==> config.mk <==
export PLATFORM = sky130hd
export DESIGN_NAME = gamma_lut_loader
export DESIGN_NICKNAME = d
export VERILOG_FILES = /design/src/rtl/gamma_lut_pkg.sv /design/src/rtl/gamma_lut_loader.sv
export SDC_FILE = /design/constraint.sdc
export NUM_CORES = 1
export LEC_CHECK = 0
export ABC_AREA = 1
export BUFFER_PORTS_ARGS = -buffer_cell sky130_fd_sc_hd__buf_2
export CAP_MARGIN = 20
export CORE_UTILIZATION = 40
export CTS_CLUSTER_DIAMETER = 50
export DETAILED_ROUTE_END_ITERATION = 10
export GPL_ROUTABILITY_DRIVEN = 0
export GPL_TIMING_DRIVEN = 1
export HOLD_SLACK_MARGIN = 0.15
export MAX_ROUTING_LAYER = met4
export PLACE_DENSITY_LB_ADDON = 0.08
export SYNTH_ARGS = -nofsm -noshare
export SYNTH_HDL_FRONTEND = slang
export SYNTH_SLANG_ARGS = --single-unit
==> constraint.sdc <==
create_clock -name clk -period 3.8 [get_ports clk]
set_clock_uncertainty 0.1 [all_clocks]
set_input_delay 0.76 -clock clk [delete_from_list [all_inputs] [get_ports clk]]
set_output_delay 0.76 -clock clk [all_outputs]
set_load 0.05 [all_outputs]
==> src/rtl/gamma_lut_pkg.sv <==
// Shared types and helpers for the gamma LUT loader: FSM states, plane limits, LUT depth, plane selection.
package gamma_lut_pkg;

   typedef enum logic [1:0] {
      ST_IDLE   = 2'd0,
      ST_LOAD   = 2'd1,
      ST_FINISH = 2'd2
   } state_t;

   localparam int MAX_PLANES = 3;

   function automatic int lut_depth(input int width);
      return 1 << width;
   endfunction

   // Returns {found, index} of the lowest set bit of a plane mask.
   function automatic logic [2:0] lowest_plane(input logic [MAX_PLANES-1:0] m);
      logic [2:0] r;
      r = '0;
      for (int i = MAX_PLANES - 1; i >= 0; i--) begin
         if (m[i]) r = {1'b1, 2'(i)};
      end
      return r;
   endfunction

   function automatic logic [MAX_PLANES-1:0] planes_above(input logic [1:0] p);
      logic [MAX_PLANES-1:0] r;
      case (p)
         2'd0:    r = 3'b110;
         2'd1:    r = 3'b100;
         default: r = 3'b000;
      endcase
      return r;
   endfunction

endpackage

==> src/rtl/gamma_lut_loader.sv <==
// Streams 2**DATA_WIDTH table entries per selected plane into corrector LUTs; one write per accepted beat, one cycle later.
// src_ready is high only while loading; a stalled source stalls writes. Optional identity fill: GAMMA_LUT_RAMP_FILL_EN.
module gamma_lut_loader
   import gamma_lut_pkg::*;
#(
   parameter int DATA_WIDTH = 10,
   parameter int NUM_PLANES = 3
) (
   input  logic                  clk,
   input  logic                  rst,
   input  logic                  start,
   input  logic [MAX_PLANES-1:0] plane_mask,
   input  logic                  abort,
`ifdef GAMMA_LUT_RAMP_FILL_EN
   input  logic                  ramp,
`endif
   input  logic                  src_valid,
   input  logic [DATA_WIDTH-1:0] src_data,
   output logic                  src_ready,
   output logic                  lut0wren,
   output logic [DATA_WIDTH-1:0] lut0val,
   output logic                  lut1wren,
   output logic [DATA_WIDTH-1:0] lut1val,
   output logic                  lut2wren,
   output logic [DATA_WIDTH-1:0] lut2val,
   output logic                  busy,
   output logic                  done,
   output logic                  abort_err,
   output logic                  gcen_out
);

   localparam logic [DATA_WIDTH-1:0] LAST_ADDR = DATA_WIDTH'(lut_depth(DATA_WIDTH) - 1);
   localparam logic [MAX_PLANES-1:0] PLANE_EN  = MAX_PLANES'((1 << NUM_PLANES) - 1);

   state_t                  state;
   logic [DATA_WIDTH-1:0]   addr;
   logic [1:0]              plane;
   logic [MAX_PLANES-1:0]   mask_q;
   logic [MAX_PLANES-1:0]   wren_q;
   logic [DATA_WIDTH-1:0]   val_q [MAX_PLANES];

   logic [MAX_PLANES-1:0]   eff_mask;
   logic [2:0]              first_sel;
   logic [2:0]              next_sel;
   logic                    beat;
   logic [DATA_WIDTH-1:0]   beat_dat;

   assign eff_mask  = plane_mask & PLANE_EN;
   assign first_sel = lowest_plane(eff_mask);
   assign next_sel  = lowest_plane(mask_q & planes_above(plane));

`ifdef GAMMA_LUT_RAMP_FILL_EN
   logic ramp_q;

   assign src_ready = (state == ST_LOAD) && !ramp_q;
   assign beat      = (state == ST_LOAD) && (ramp_q || src_valid);
   assign beat_dat  = ramp_q ? addr : src_data;
`else
   assign src_ready = (state == ST_LOAD);
   assign beat      = src_valid && src_ready;
   assign beat_dat  = src_data;
`endif

   // Abort is checked ahead of the beat, so a beat presented alongside abort is dropped.
   always_ff @(posedge clk or posedge rst) begin
      if (rst) begin
         state     <= ST_IDLE;
         addr      <= '0;
         plane     <= '0;
         mask_q    <= '0;
         wren_q    <= '0;
         for (int p = 0; p < MAX_PLANES; p++) val_q[p] <= '0;
         busy      <= 1'b0;
         done      <= 1'b0;
         abort_err <= 1'b0;
         gcen_out  <= 1'b0;
`ifdef GAMMA_LUT_RAMP_FILL_EN
         ramp_q    <= 1'b0;
`endif
      end else begin
         wren_q <= '0;
         done   <= 1'b0;
         case (state)
            ST_IDLE: begin
               if (start) begin
                  if (first_sel[2]) begin
                     state     <= ST_LOAD;
                     plane     <= first_sel[1:0];
                     addr      <= '0;
                     mask_q    <= eff_mask;
                     busy      <= 1'b1;
                     gcen_out  <= 1'b0;
                     abort_err <= 1'b0;
`ifdef GAMMA_LUT_RAMP_FILL_EN
                     ramp_q    <= ramp;
`endif
                  end else begin
                     done <= 1'b1;
                  end
               end
            end
            ST_LOAD: begin
               if (abort) begin
                  state     <= ST_IDLE;
                  busy      <= 1'b0;
                  abort_err <= 1'b1;
                  gcen_out  <= 1'b0;
               end else if (beat) begin
                  for (int p = 0; p < MAX_PLANES; p++) begin
                     if (p == int'(plane)) begin
                        wren_q[p] <= 1'b1;
                        val_q[p]  <= beat_dat;
                     end
                  end
                  if (addr == LAST_ADDR) begin
                     addr <= '0;
                     if (next_sel[2]) plane <= next_sel[1:0];
                     else             state <= ST_FINISH;
                  end else begin
                     addr <= addr + 1'b1;
                  end
               end
            end
            ST_FINISH: begin
               state <= ST_IDLE;
               busy  <= 1'b0;
               if (abort) begin
                  abort_err <= 1'b1;
                  gcen_out  <= 1'b0;
               end else begin
                  done     <= 1'b1;
                  gcen_out <= 1'b1;
               end
            end
            default: state <= ST_IDLE;
         endcase
      end
   end

   assign lut0wren = wren_q[0];
   assign lut1wren = wren_q[1];
   assign lut2wren = wren_q[2];
   assign lut0val  = val_q[0];
   assign lut1val  = val_q[1];
   assign lut2val  = val_q[2];

endmodule

==> results.md <==
* Ports at 56
* Clk Latency, worst-skew pair at 0.31 ns
* CP arrival at 1.60 ns
* Fmax at 406 MHz
* Die Wd at 80.5 um
* Critical-path cell list: inv_1 > ha_1 > buf_2
* Netlist cell types at 24
* Slew @ Worst Pin at 0.914 ns
* Drt wl/cell at 12.0 um
* Max IR drop VDD at 466 uV
* DP Wirelength at 3540 um
* Placeable Area at 5920 um2
* Clk slew on worst S/H paths at 0.10 ns
* Drt first-iter violations at 83
* Starting Density at 41.6%
* Crit Path Max Fanout at 10
* Critical Path Source Type: flip-flop
* All-Layer GR Usage at 17.5%
* Clock Path Buffers at 2
* Crit path buf inv count at 2
* Seq cells post-synth at 53
* Period Utilization, post-route at 64.8%
* Crit path from: state[1]$_DFFE_PP0P_
* Relative slew slack at 38.9%
* Worst-case reg-to-reg path depth at 8
* Layout Cells excl Fill at 415
* Total grt overflow at 0
* Initial antenna violation count at 0
* Commonest non-fill, non-tap cells in the layout: nand2_1, buf_2, dfrtp_1
* DRT Wirelength at 4990 um
* Dpl cells at 407
* Final hold violations at 0
* Sequential share of the synthesized area at 53.8%
* Port bufs at 55
* Worst Hold Class: reg2reg
* Drt first pass iters at 4
* Fin crit period at 2.46 ns
* Critical path's top delay family: adder cells
* Endpoint type of the worst setup path: output port
* Status: completed
* Dpl ws at 1.41 ns
* Die area at 6480 um2
* Clock sink total at 53
* Number of global-route vias before repair at 1856
* Slew Viols, Final at 0
* Final setup vio count at 0
* P&R area growth vs syn at 16.4%
* H-tree depth at 2
* Worst setup margin at 1.34 ns
* Hold-fix buffers, CTS at 0
* Post-route core utilization at 48.5%
* CP Class: reg2out
* Synth Cell Area at 2460 um2
* DR DRC count at 0
* CP Data Required Time at 2.94 ns
* Antenna cells at 0
* Postcts setup bufs at 0
* DR vias at 1971
* RR Startpoint: state[1]$_DFFE_PP0P_
* Final ANT Viol Nets at 0
* First-pass GRT wire length at 8490 um
* Synth warn at 0
* RR Endpoint: lut2val[1]$_DFFE_PP0P_
* Largest net degree at the start of global routing at 43
* Maxcap violations at 0
* CTS buffer count at 5
* Pleak at 0.00154 uW
* TritonCTS clock tree: done
* Hold Path Stages at 2
* Commonest non-fill, non-tap cell in the layout: nand2_1
* # nets final at 361
* Syn nets at 306
* CP max stage delay at 0.44 ns
* Die Y-Extent at 80.5 um
* Vias per cell at 4.75
* Mean post-synth cell area at 8.68 um2
* CP Capture Point: src_ready
* Logic depth of the worst path, buffers included at 3
* RSZ-0062 raised after global routing: false
* Mapped Cells at 284
* # rows at 28
* Resized cells post-CTS at 0
* R2r setup slk at 1.39 ns
* Pwr dens at 896 nW/um2
* Layout cells sized above 1 at 26.8%
* Total Neg Setup Slack at 0 ns
* Slowest cell on crit path: ha_1
* CTS Root Buffer Type: clkbuf_8
[cells by family (layout without fill, tap and decap cells)]
logic type / count (synthesis) / after routing / synth area share, %
and+or+nand+nor: 134 / 134 / 24.5
AOI/OAI and AO/OA: 48 / 48 / 11.6
buffers and inverters: 45 / 101 / 8.02
DFF: 53 / 53 / 53.8
adders and majority gates: 4 / 4 / 2.03
[per-layer routing]
layer / track usage (%) / wire (um) / share of wire, %
met1: 22.3 / 2430 / 49
met2: 28.4 / 2310 / 46
met4: 5.36 / 59 / 1.2
met5: - / 0 / 0
met3: 2.95 / 195 / 3.9
[worst register-to-register path, delay by kind of cell, from the launching register on]
family / cells / cell delay (ns)
AOI/OAI and AO/OA: 1 / 0.14
adders and majority gates: 1 / 0.44
buffers and inverters: 2 / 0.18
DFF: 1 / 0.42
and+or+nand+nor: 4 / 1.06
[registers in the layout, indices dropped and copies added (netlist names)]
signal     count
lut2val       10
wren_q         3
lut1val       10
lut0val       10
gcen_out       1
abort_err      1
addr          10
state          2
plane          2
mask_q         2
busy           1
done           1
[cell type report]
class                           instances  area, um2
Fill cell                             601       3050
Sequential cell                        53       1330
Multi-Input combinational cell        186        941
Timing Repair Buffer                   56        283
Inverter                               37        139
Tap cell                               75       93.8
Clock buffer                            6       72.6
Clock inverter                          2       15.0
[worst min path at each step]
stage,end,slack [ns],from
final,lut0val[7]$_DFFE_PP0P_,0.39,lut0val[7]$_DFFE_PP0P_
after global routing,lut0val[2]$_DFFE_PP0P_,0.41,lut0val[2]$_DFFE_PP0P_
after CTS,lut1val[7]$_DFFE_PP0P_,0.39,lut1val[7]$_DFFE_PP0P_
after detailed placement,lut1val[7]$_DFFE_PP0P_,0.37,lut1val[7]$_DFFE_PP0P_
after global placement,lut0val[6]$_DFFE_PP0P_,0.36,lut0val[6]$_DFFE_PP0P_
after floorplan,mask_q[1]$_DFFE_PP0P_,0.35,mask_q[1]$_DFFE_PP0P_
[synthesized netlist by cell type (all sizes together)]
master / n / area [um2]
nor2: 29 / 139
nand3b: 2 / 15.0
nand3: 19 / 95.1
a21oi: 13 / 106
o211ai: 1 / 7.51
inv: 36 / 135
nand4: 4 / 25.0
o21bai: 1 / 7.51
o21ai: 33 / 165
nand2: 79 / 314
clkbuf: 2 / 7.51
buf: 6 / 51.3
dfrtp: 53 / 1330
clkinv: 1 / 3.75
nor3: 1 / 16.3
ha: 4 / 50.1
[where the power goes]
| group | switching [uW] | internal [uW] |
|---|---|---|
| combinational | 1050 | 317 |
| clock | 191 | 130 |
| sequential | 114 | 767 |
| total | 1360 | 1210 |
[stage by stage]
step / area, um2 / hold WS [ns] / total power, uW
floorplan: 2460 / 0.349 / 2000
global placement: 2780 / 0.363 / 2260
detailed placement: 2780 / 0.368 / 2270
CTS: 2870 / 0.393 / 2600
global route: 2870 / 0.411 / 2770
finish: 2870 / 0.388 / 2570
(Power assumes the default switching activity.)
